`src/rtl/ad1_sample_avg.sv`:
```
// Two-channel boxcar averager for AD1 poller words: N = 2^LOG2_N samples per output.
// Optional threshold alarms are built only when AD1_AVG_ALARM_EN is defined.
module ad1_sample_avg #(
    parameter int unsigned LOG2_N   = 4,
    parameter logic [11:0] ALARM_HI = 12'd3000,
    parameter logic [11:0] ALARM_LO = 12'd2900
) (
    input  logic        clk,
    input  logic        reset,
    input  logic [15:0] din0,
    input  logic [15:0] din1,
    input  logic        din_valid,
    input  logic        clr,
    output logic [11:0] avg0,
    output logic [11:0] avg1,
    output logic        avg_valid,
    output logic        alarm0,
    output logic        alarm1
);

    localparam int unsigned ACC_W = 12 + LOG2_N;
    // Counter is never read when LOG2_N = 0; keep it at one bit so it stays legal.
    localparam int unsigned CNT_W = (LOG2_N == 0) ? 1 : LOG2_N;
    localparam logic [CNT_W-1:0] CNT_LAST = CNT_W'((1 << LOG2_N) - 1);

    typedef enum logic {
        ACC,
        LAST
    } state_t;

    state_t             state, state_nxt;
    logic               valid_d;
    logic [CNT_W-1:0]   cnt, cnt_nxt;
    logic [ACC_W-1:0]   acc0, acc1, acc0_nxt, acc1_nxt;
    logic [ACC_W-1:0]   sum0, sum1;
    logic [11:0]        avg0_new, avg1_new;
    logic               accept;
    logic               close;

    // The poller's status nibble is not part of the sample.
    logic unused_din_hi;
    assign unused_din_hi = ^{din0[15:12], din1[15:12]};

    assign accept   = din_valid & ~valid_d;
    assign sum0     = acc0 + ACC_W'(din0[11:0]);
    assign sum1     = acc1 + ACC_W'(din1[11:0]);
    assign avg0_new = 12'(sum0 >> LOG2_N);
    assign avg1_new = 12'(sum1 >> LOG2_N);

    // NOTE: every output of this always_comb gets a default first so no latch is inferred.
    always_comb begin
        state_nxt = state;
        cnt_nxt   = cnt;
        acc0_nxt  = acc0;
        acc1_nxt  = acc1;
        close     = 1'b0;
        if (clr) begin
            state_nxt = ACC;
            cnt_nxt   = '0;
            acc0_nxt  = '0;
            acc1_nxt  = '0;
        end else if (accept) begin
            case (state)
                ACC: begin
                    if (LOG2_N == 0) begin
                        close = 1'b1;
                    end else begin
                        acc0_nxt = sum0;
                        acc1_nxt = sum1;
                        cnt_nxt  = cnt + CNT_W'(1);
                        if (cnt == CNT_LAST - CNT_W'(1)) begin
                            state_nxt = LAST;
                        end
                    end
                end
                LAST: begin
                    close     = 1'b1;
                    state_nxt = ACC;
                    cnt_nxt   = '0;
                    acc0_nxt  = '0;
                    acc1_nxt  = '0;
                end
                default: state_nxt = ACC;
            endcase
        end
    end

    // NOTE: sequential state uses non-blocking assignments so all registers see pre-edge values.
    always_ff @(posedge clk or negedge reset) begin
        if (!reset) begin
            state     <= ACC;
            cnt       <= '0;
            acc0      <= '0;
            acc1      <= '0;
            valid_d   <= 1'b0;
            avg0      <= '0;
            avg1      <= '0;
            avg_valid <= 1'b0;
        end else begin
            state     <= state_nxt;
            cnt       <= cnt_nxt;
            acc0      <= acc0_nxt;
            acc1      <= acc1_nxt;
            valid_d   <= din_valid;
            avg_valid <= close;
            if (close) begin
                avg0 <= avg0_new;
                avg1 <= avg1_new;
            end
        end
    end

`ifdef AD1_AVG_ALARM_EN
    // Hysteresis: set at or above HI, clear below LO, hold in between.
    always_ff @(posedge clk or negedge reset) begin
        if (!reset) begin
            alarm0 <= 1'b0;
            alarm1 <= 1'b0;
        end else if (close) begin
            if (avg0_new >= ALARM_HI)     alarm0 <= 1'b1;
            else if (avg0_new < ALARM_LO) alarm0 <= 1'b0;
            if (avg1_new >= ALARM_HI)     alarm1 <= 1'b1;
            else if (avg1_new < ALARM_LO) alarm1 <= 1'b0;
        end
    end
`else
    logic [23:0] unused_thresholds;
    assign unused_thresholds = {ALARM_HI, ALARM_LO};
    assign alarm0 = 1'b0;
    assign alarm1 = 1'b0;
`endif

endmodule

```
`config.mk`:
```
export PLATFORM = sky130hd
export DESIGN_NAME = ad1_sample_avg
export DESIGN_NICKNAME = d
export VERILOG_FILES = /design/src/rtl/ad1_sample_avg.sv
export SDC_FILE = /design/constraint.sdc
export NUM_CORES = 1
export LEC_CHECK = 0
export CORE_AREA = 5 5 87 89
export DETAILED_ROUTE_END_ITERATION = 10
export DIE_AREA = 0 0 92 94
export MAX_ROUTING_LAYER = met4
export PLACE_DENSITY = 0.84
export SLEW_MARGIN = 10
export SYNTH_ARGS = -nofsm -noshare
export SYNTH_HDL_FRONTEND = slang
export SYNTH_SLANG_ARGS = --single-unit
```
`constraint.sdc`:
```
create_clock -name clk -period 4.2 [get_ports clk]
set_input_delay 0.63 -clock clk [delete_from_list [all_inputs] [get_ports clk]]
set_output_delay 0.63 -clock clk [all_outputs]
set_load 0.02 [all_outputs]
```
# --- Yosys cells after proc, flatten, opt, wreduce, memory -nomap -nowiden ---
# Cells that the tools add are included.
totals:
  reg_bits: 63
  elab_cells: 32
  output_inout_bits: 27
  input_bits: 36
classes:
  add_sub_neg: 3
  bitwise: 3
  mux: 16
  reduce_logical: 1
  n_eq_ne: 1
ops:
  columns: ["cell", "count"]
  rows:
  - ["2-to-1 mux 16 bit", 4]
  - ["case mux 16 bit (2 select lines)", 2]
  - ["adder 16 x 12 -> 16 bit", 2]
  - ["2-to-1 mux 4 bit", 2]
  - ["case mux 4 bit (2 select lines)", 1]
  - ["2-to-1 mux 1 bit", 6]
  - ["adder 4 x 1 -> 4 bit (second input constant)", 1]
  - ["== test 4 bit (second input constant)", 1]
  - ["NOT 1 bit", 2]
  - ["case mux 1 bit (2 select lines)", 1]
  - ["nonzero test 2 bit", 1]
  - ["bitwise AND 1 bit", 1]

# --- Longest topological paths before layout ---
depth:
  word_depth: 5
  ltp_mapped: 10
  depth_no_buf: 10

# --- Worst setup path after synthesis ---
# No wires, ideal clock.
synth_path:
  path_type: "input to register"
  from: "input port din0[0]"
  to: "register acc0[14]"
  n_path_buf: 0
  setup_time_ps: 83
  arrival_ps: 2373
  stages: 10
  setup_slack_ps: 1744
  required_ps: 4117
  path_cell_list: "ha_1 inv_1 fa_1 nor2b_1 o31a_2 o21ai_1 o21ai_2 nand3_1 or3_1 o21ai_0"
synth_between:
  elab_chain_len: 4
synth_lines:
  columns: ["element", "line", "source"]
  rows:
  - ["from (decl)", "10", "input logic [15:0] din0,"]
  - ["adder 16 x 12 -> 16 bit", "45", "assign sum0 = acc0 + ACC_W'(din0[11:0]);"]
  - ["case mux 16 bit (2 select lines)", "63", "case (state)"]
  - ["2-to-1 mux 16 bit", "62", "end else if (accept) begin"]
  - ["2-to-1 mux 16 bit", "57", "if (clr) begin"]
  - ["to (signal assigned)", "102", "acc0 <= acc0_nxt;"]
  - ["to (decl)", "34", "logic [ACC_W-1:0] acc0, acc1, acc0_nxt, acc1_nxt;"]
# Every way passes these cells. The select of a mux whose other input is x is not followed.
# A chain may end at the register's enable or synchronous reset.

# --- Final worst setup path ---
# Same ends and word-level chain as after synthesis.

==> flow_metrics.tcl <==
set metrics [dict create \
    grt_max_degree 47 \
    fillCellCount 542 \
    antenna_found_initial 0 \
    ys_warn_count 0 \
    io_buffers 52 \
    finalNetCount 502 \
    synthFlopType "dfrtp_1" \
    drc 0 \
    synthAdderAreaFrac 0.100 \
    std_cell_rows 30 \
    die_area_mm2 0.00865 \
    diodes 0 \
    wire_per_inst_um 15.8 \
    fmax_ghz 0.351 \
    netlist_area_mm2 0.00365 \
    ys_seq_area_frac 0.432 \
    maxCapViolations 0 \
    ir_drop_v 0.000156 \
    finalSetupTns_ps 0 \
    design_area_mm2 0.00437 \
    coreArea_mm2 0.00668 \
    synthSimpleGateAreaFrac 0.139 \
    cts_resized 0 \
    first_iter_violations 238 \
    run_status "finished clean" \
    hold_viol 0 \
    dpl-instance-area_mm2 0.00421 \
    hp-class "in -> async" \
    p_leak_nw 2.01 \
    routed_wl_mm 8.24 \
    cts_root_buf "clkbuf_8" \
    dpl.hpwl_mm 5.87 \
    h-tree-depth 3 \
    grt_pass1_vias 3071 \
    synth_area_leaders "dfrtp_1 43%, ha_1 8.9%, nand2_1 5.8%" \
    drive_above_1_share 0.0792 \
    fin_crit_ps 2850 \
    critPathRequiredTime_ps 4460 \
    min_period_over_period 0.678 \
    synthMuxAreaShare 0.0154 \
    ant_nets 0 \
    endpoint_kind "flop" \
    finalSetupViolations 0 \
    cts_tree "built" \
    grt.total_usage 0.210 \
    io_pins 63 \
    via_count 3035 \
    tightest_slew_ps 1020 \
    synth_top_family_by_area "compound AO/OA/AOI/OAI gates" \
    clkTransAtPathRegs_ps 70 \
    synth-xor-area-share 0.0552 \
    ys_ff_latch 63 \
    pwr_density_cell_mw_per_mm2 309 \
    avgSynthCellArea_um2 9.44 \
    postCtsSetupBuffers 0 \
    clkLatencyLatePin_ps 350 \
    gp_congestion 0.882 \
    synth-compound-area-share 0.213 \
    clk_path_buf_depth 2 \
    cts_made_buffers 9 \
    startpoint_type "input port" \
    worst-path-max-fanout 4 \
    synth_cells 387 \
    grt.overflow.total 0 \
    rr_worst_depth 10 \
    first_pass_iters 5 \
    routed_via_density 5.81 \
    synth_top_area_share 0.432 \
    initial_core_util 0.547 \
    timing.final.max_slew_violations 0 \
    cts_hold_buf 0 \
    fp.dieW_um 92 \
    max_slew_margin 0.322 \
    rsz0062_at_grt "no" \
    synth-edff-count 0 \
    yosys.area.top_type "dfrtp_1" \
    clock_skew_ps 4.83 \
    arrival_ps 3110 \
    async_flop_share 1.00 \
    grt_pass1_wl_mm 14.1 \
    crit_type "in -> reg" \
    die_y_um 94 \
    syn_to_final_growth_pct 19.7 \
    ys_types 48 \
    clock_sinks 63 \
]
==> area by class of cell <==
| class | count | area, µm² | area share |
|---|---|---|---|
| tap | 80 | 100 | 0.0229 |
| clock inverter | 5 | 25.0 | 0.00573 |
| clock buffer | 10 | 138 | 0.0315 |
| timing repair buffer | 57 | 553 | 0.127 |
| multi-input combinational | 291 | 1920 | 0.439 |
| inverter | 16 | 60.1 | 0.0137 |
| sequential | 63 | 1580 | 0.361 |
==> where the power goes <==
part	internal, mW	switching [mW]
registers	0.626	0.0128
clock network	0.221	0.233
logic	0.111	0.147
==> routing by layer <==
layer	wire length (µm)	GRT usage	share of wire
met1	3580	0.249	0.43
met2	4020	0.352	0.49
met5	0	-	0
met3	463	0.0465	0.056
met4	176	0.0829	0.021
==> sequential cells by signal (all words and copies together) (netlist names) <==
| signal | flops |
|---|---|
| acc0 | 16 |
| acc1 | 16 |
| avg0 | 12 |
| avg1 | 12 |
| cnt | 4 |
| avg_valid | 1 |
| state | 1 |
| valid_d | 1 |
==> cell families (layout without fill, tap and decap cells) <==
family,Yosys count,after routing
xor+xnor,23,23
other cells,1,2
flops,63,63
buf+inv,34,88
mux,5,5
simple gates,109,109
fa+ha+maj,28,28
compound gates,124,124
==> per-stage QoR <==
step / total power [mW] / instances / util / hold WS, ps / setup slack [ps]
floorplan: 0.824 / 388 / - / 334 / 1740
global placement: 0.891 / 507 / 0.630 / 463 / 1080
detailed placement: 0.902 / 507 / 0.630 / 470 / 1010
CTS: 1.36 / 522 / 0.654 / 485 / 1360
global route: 1.42 / 522 / 0.654 / 506 / 1180
finish: 1.35 / 522 / 0.654 / 461 / 1350
==> cell usage after synthesis (6+ instances only) <==
cell,instances
inv_1,16
dfrtp_1,63
nor2_1,17
a21o_1,9
clkbuf_1,11
o21ai_1,10
o21ai_0,39
a21oi_1,23
a22o_1,9
nand3_1,6
nor4_1,6
ha_1,26
nand2_1,56
o21bai_1,6
xor2_1,10
xnor2_1,13
==> layout by cell type, fill, tap and decap left out, types with 4 or more instances in the layout <==
master,instances
clkinv_2,5
a211oi_1,5
a21oi_1,23
a22o_1,9
nor2b_1,4
ha_1,26
o21bai_1,6
clkdlybuf4s50_1,51
o21ai_1,10
buf_4,5
o21ai_0,39
inv_1,16
xor2_1,10
clkbuf_8,10
dfrtp_1,63
mux2_2,5
nor4_1,6
nor2_1,17
nand2_1,56
o21a_1,4
nand3_1,6
a21o_1,9
xnor2_1,13
==> path summary, 6_finish.rpt <==
path | from | to | slack [ps]
max reg2reg | acc0[0] | acc0[14] | 1750
min | reset | acc0[7] | 460
max | din0[0] | acc0[14] | 1350
min reg2reg | avg0[6] | avg0[6] | 480
max in group asynchronous | reset | acc1[11] | 2920
min in group clk | avg0[6] | avg0[6] | 480
==> critical path, cell delays in order <==
cell             delay [ps]
clkdlybuf4s50_1         460
ha_1                    200
inv_1                    70
fa_1                    390
nor2b_1                 210
o31a_2                  180
o21ai_1                 140
o21ai_2                 250
nand3_1                 160
or3_1                   320
o21ai_0                  80
Note: power is estimated with default switching activity, not from simulation.
